===== src/rtl/bram_arbiter.sv =====
// Two-requester (fetch/data) arbiter driving a phased BRAM bus: enable, address, data, wait.
// Define BRAM_ARBITER_RR_EN for round-robin on contention; otherwise requester 0 has fixed priority.
module bram_arbiter #(
  parameter int DATA_WIDTH    = 64,
  parameter int ADDRESS_WIDTH = 32
) (
  input  logic                     clk,
  input  logic                     rst_n,
  input  logic [1:0]               req_i,
  input  logic [1:0]               we_i,
  input  logic [ADDRESS_WIDTH-1:0] addr_i  [2],
  input  logic [DATA_WIDTH-1:0]    wdata_i [2],
  output logic [1:0]               resp_o,
  output logic [DATA_WIDTH-1:0]    rdata_o,
  output logic                     read_en_o,
  output logic                     write_en_o,
  output logic                     address_on_o,
  output logic                     data_on_o,
  output logic [DATA_WIDTH-1:0]    bus_o,
  input  logic [DATA_WIDTH-1:0]    bus_i,
  input  logic                     resp_i,
  output logic                     busy_o,
  output logic                     grant_o
);

  localparam logic [2:0] IDLE = 3'd0;
  localparam logic [2:0] EN   = 3'd1;
  localparam logic [2:0] ADDR = 3'd2;
  localparam logic [2:0] DATA = 3'd3;
  localparam logic [2:0] WAIT = 3'd4;

  logic [2:0]               state, state_nxt;
  logic                     winner;
  logic                     lat_we;
  logic [ADDRESS_WIDTH-1:0] lat_addr;
  logic [DATA_WIDTH-1:0]    lat_wdata;

  wire start = (state == IDLE) && (|req_i);

`ifdef BRAM_ARBITER_RR_EN
  // last_grant resets to 1 so requester 0 wins the first contention.
  logic last_grant;

  always_comb begin
    winner = (req_i == 2'b11) ? ~last_grant : ~req_i[0];
  end

  always_ff @(posedge clk or negedge rst_n) begin
    if (!rst_n)     last_grant <= 1'b1;
    else if (start) last_grant <= winner;
  end
`else
  always_comb begin
    winner = ~req_i[0];
  end
`endif

  // NOTE: payload registers carry no reset; they are only observed on bus_o
  // after being loaded, so resetting them would cost routing for nothing.
  always_ff @(posedge clk) begin
    if (start) begin
      lat_we    <= we_i[winner];
      lat_addr  <= addr_i[winner];
      lat_wdata <= wdata_i[winner];
    end
  end

  // NOTE: every combinational output gets a default first so no latch is inferred.
  always_comb begin
    state_nxt = state;
    case (state)
      IDLE:    if (|req_i) state_nxt = EN;
      EN:      state_nxt = ADDR;
      ADDR:    state_nxt = lat_we ? DATA : WAIT;
      DATA:    state_nxt = WAIT;
      WAIT:    if (resp_i) state_nxt = IDLE;
      default: state_nxt = IDLE;
    endcase
  end

  // NOTE: state and response registers use non-blocking assignments only.
  always_ff @(posedge clk or negedge rst_n) begin
    if (!rst_n) begin
      state   <= IDLE;
      grant_o <= 1'b0;
      resp_o  <= 2'b00;
      rdata_o <= '0;
    end else begin
      state  <= state_nxt;
      resp_o <= 2'b00;
      if (start) grant_o <= winner;
      if (state == WAIT && resp_i) begin
        resp_o  <= grant_o ? 2'b10 : 2'b01;
        rdata_o <= bus_i;
      end
    end
  end

  // Strobes decode straight from the registered state, so they are one-hot by construction.
  always_comb begin
    read_en_o    = 1'b0;
    write_en_o   = 1'b0;
    address_on_o = 1'b0;
    data_on_o    = 1'b0;
    bus_o        = '0;
    case (state)
      EN: begin
        write_en_o = lat_we;
        read_en_o  = ~lat_we;
      end
      ADDR: begin
        address_on_o = 1'b1;
        bus_o        = DATA_WIDTH'(lat_addr);
      end
      DATA: begin
        data_on_o = 1'b1;
        bus_o     = lat_wdata;
      end
      default: ;
    endcase
  end

  assign busy_o = (state != IDLE);

endmodule


===== config.mk =====
export PLATFORM = sky130hd
export DESIGN_NAME = bram_arbiter
export DESIGN_NICKNAME = d
export VERILOG_FILES = /design/src/rtl/bram_arbiter.sv
export SDC_FILE = /design/constraint.sdc
export NUM_CORES = 1
export LEC_CHECK = 0
export ABC_AREA = 0
export BUFFER_PORTS_ARGS = -buffer_cell sky130_fd_sc_hd__buf_2
export CAP_MARGIN = 30
export CORE_AREA = 2 2 156 158
export DETAILED_ROUTE_END_ITERATION = 12
export DIE_AREA = 0 0 158 160
export PLACE_DENSITY_LB_ADDON = 0.3
export SETUP_SLACK_MARGIN = 0.02
export SYNTH_ARGS = -nofsm -noshare
export SYNTH_HDL_FRONTEND = slang
export SYNTH_SLANG_ARGS = --single-unit

===== constraint.sdc =====
create_clock -name clk -period 7.65 [get_ports clk]
set_clock_uncertainty 0.15 [all_clocks]
set_input_delay 1.53 -clock clk [delete_from_list [all_inputs] [get_ports clk]]
set_output_delay 1.53 -clock clk [all_outputs]
set_load 0.05 [all_outputs]

==> qor.csv <==
metric,value,unit
outcome,completed,
relSlewSlack,0.4097,
wl,19.86,mm
core_region_area,0.02382,mm²
seq_power_share,0.340,
num_rows,57,
endpoint_kind,primary output,
cp_num_buf_inv,2,
min-delay-start,grant_o,
yosysTopAreaCellShare,0.3806,
tightest_slew,0.8855,ns
timing_worst_setup_path_type,flop to primary output,
io_pins,399,
powerDensity,419.9,mW/mm²
cts_sinks,167,
fin_nets,1134,
finalSetupViolCount,0,
yosys.cell_count.top_type,mux2_2,
synth_edf_count,97,
finalMaxSlewViolations,0,
grt_pass1_vias,5486,
syn_area,0.007652,mm²
async_flop_share,0.4192,
synthesis.nets,742,
sw_frac_of_total,0.4557,
ir_drop,0.1877,mV
via_per_inst,4.382,
cp.arrival,2.65,ns
setup_ws,3.321,ns
drive_gt1_frac,0.6810,
clock_power_share,0.190,
dp_slack,3.700,ns
cpPeakStageDelay,0.85,ns
place_congestion,0.7749,
place_area,0.009878,mm²
cts_setup_buffers,0,
reg2regPathDepth,5,
yosysWarnings,0,
comb_power_share,0.470,
clock.fmax,0.2310,GHz
drc,0,
finalCriticalPeriod,4.329,ns
cts_hold_buf,0,
timing.final.crit_share,0.5659,
synthTopCellsByCount,"123 x mux2_2, 97 x edfxtp_1, 70 x dfrtp_1",
cts_inserted_buffers,17,
critPathRequiredTime,5.97,ns
dieArea,0.02528,mm²
cp_top_family,simple AND/OR/NAND/NOR gates,
syn2layout_area_growth,37.10,%
ys.flop_type,edfxtp_1,
root_buffer,clkbuf_16,
clockBufferDepth,2,
cts_tree,yes,
grt_max_degree,71,
via_count,5307,
syn_inst,479,
path_max_fanout,44,
cts.htree.levels,4,
hold_viol,0,
antenna_found_initial,5,
yosysSeqAreaShare,0.6095,
grt_pass1_wl,29.33,mm
dieWidth,158,µm
design_area,0.01049,mm²
p_switching,2007,µW
synth_cell_type_count,26,
die_y,160,µm
synth.avg_cell_area,15.98,µm²
p_int,2398,µW
synth-seq-cells,167,
firstDrtPassIters,4,
cts.clk_slew.worst_paths,0.07,ns
clkLatencyLatePin,0.41,ns
p_leak,0.004875,µW
fin_total_pwr,4405,µW
r2r_slack,4.59,ns
startpoint_type,flop,
whs,0.3429,ns
dp_hpwl,14.82,mm
fill_cells,2291,
grt_overflow_total,0,
hold_class,flop to flop,
rsz0062_at_grt,no,
synth.area.top_cells,"edfxtp_1 38%, dfrtp_1 23%, mux2_2 18%",
crit_start,state[0],
r2r_end,lat_addr[0],
crit_path_cell_trace,buf_4 -> and3b_1 -> and2_1 -> buf_2,
port_buffers,398,
tns,0,ns
initial_core_util,0.3213,
drt-wirelength-per-cell,16.40,µm
hold_end,resp_o[0],
track_usage,0.1541,
r2r-start,state[0],
min_path_cells,1,
drt_iter0_markers,231,
max-cap-violations,0,
crit_slowest_cell,and3b_1,
ant_nets,0,
yosys.area.top_type,edfxtp_1,
cts-resized-gates,0,
## sequential cells by signal, summed over array words and instances, names as in the netlist
name,cells
lat_wdata,64
lat_addr,32
lat_we,1
grant_o,1
rdata_o,64
state,3
resp_o,2
## cells in the final DEF, fill, tap and decap left out
master,count
nand2b_2,1
nand3b_1,1
buf_2,397
nand2b_1,1
o22a_1,1
nor2b_1,2
inv_6,4
inv_1,2
clkinv_1,1
nor3_1,1
nor2_1,33
and3b_1,1
diode_2,3
mux2_4,38
inv_8,5
and2_1,33
or4b_2,1
buf_16,1
and4bb_4,1
dfrtp_2,1
nor2_4,1
a21oi_1,1
mux2i_1,32
or3_1,1
clkinv_4,2
nor4b_1,3
buf_4,7
edfxtp_1,97
o21ai_0,1
dfrtp_1,69
mux2_2,123
a2111oi_0,1
clkinv_8,2
clkbuf_16,17
nor3b_1,1
clkinvlp_4,1
## logic make-up after synthesis
kind of cell,after synthesis,synth area share
muxes,193,0.2974
DFF,167,0.6095
and+or+nand+nor,81,0.05837
buffers and inverters,34,0.03107
AOI/OAI and AO/OA,4,0.003596
## cell type report
cell class                      count  area [µm²]  area share
Clock inverter                     15       152.6     0.01455
Inverter                            2       7.507   0.0007156
Clock buffer                       17       425.4     0.04055
Antenna cell                        3       7.507   0.0007156
Multi-Input combinational cell    278        2760      0.2631
Sequential cell                   167        4666      0.4447
Tap cell                          324       405.4     0.03864
Timing Repair Buffer              405        2067      0.1970
## per-stage QoR
| stage | std cells | util |
|---|---|---|
| 2_1_floorplan | 479 | - |
| 3_3_place_gp | 1175 | 0.4147 |
| 3_5_place_dp | 1175 | 0.4147 |
| 4_1_cts | 1207 | 0.4390 |
| 5_1_grt | 1210 | 0.4403 |
| 6_report | 1211 | 0.4404 |
## worst register-to-register path, delay by kind of cell (launching register included)
| kind | cells | cell delay, ns |
|---|---|---|
| buf+inv | 3 | 1.46 |
| simple gates | 2 | 0.65 |
| flops | 1 | 0.38 |
## layer usage
metal  vias up  part of all wire  GRT usage
met5         -                 0          0
met4         0             0.018    0.05201
met3        23             0.092    0.05617
met2       259              0.51     0.2751
met1      2485              0.38     0.1672
li1       2540                 -          -
## worst max-delay path by stage
stage | to | slack, ns | cells past startpoint
3_3_place_gp | lat_addr[1] | 3.75 | 5
3_5_place_dp | bus_o[63] | 3.70 | 4
2_1_floorplan | lat_addr[0] | 0.94 | 4
4_1_cts | bus_o[63] | 3.23 | 4
6_report | bus_o[38] | 3.32 | 4
5_1_grt | bus_o[40] | 3.06 | 4
## power by group through the flow
stage | logic [µW] | registers, µW | clock network (µW)
final | 2070 | 1500 | 835
after global routing | 2180 | 1540 | 903
after CTS | 2100 | 1510 | 863
after detailed placement | 2090 | 1520 | 0
after global placement | 2080 | 1510 | 0
after floorplan | 996 | 2130 | 0
(Power assumes the default switching activity.)
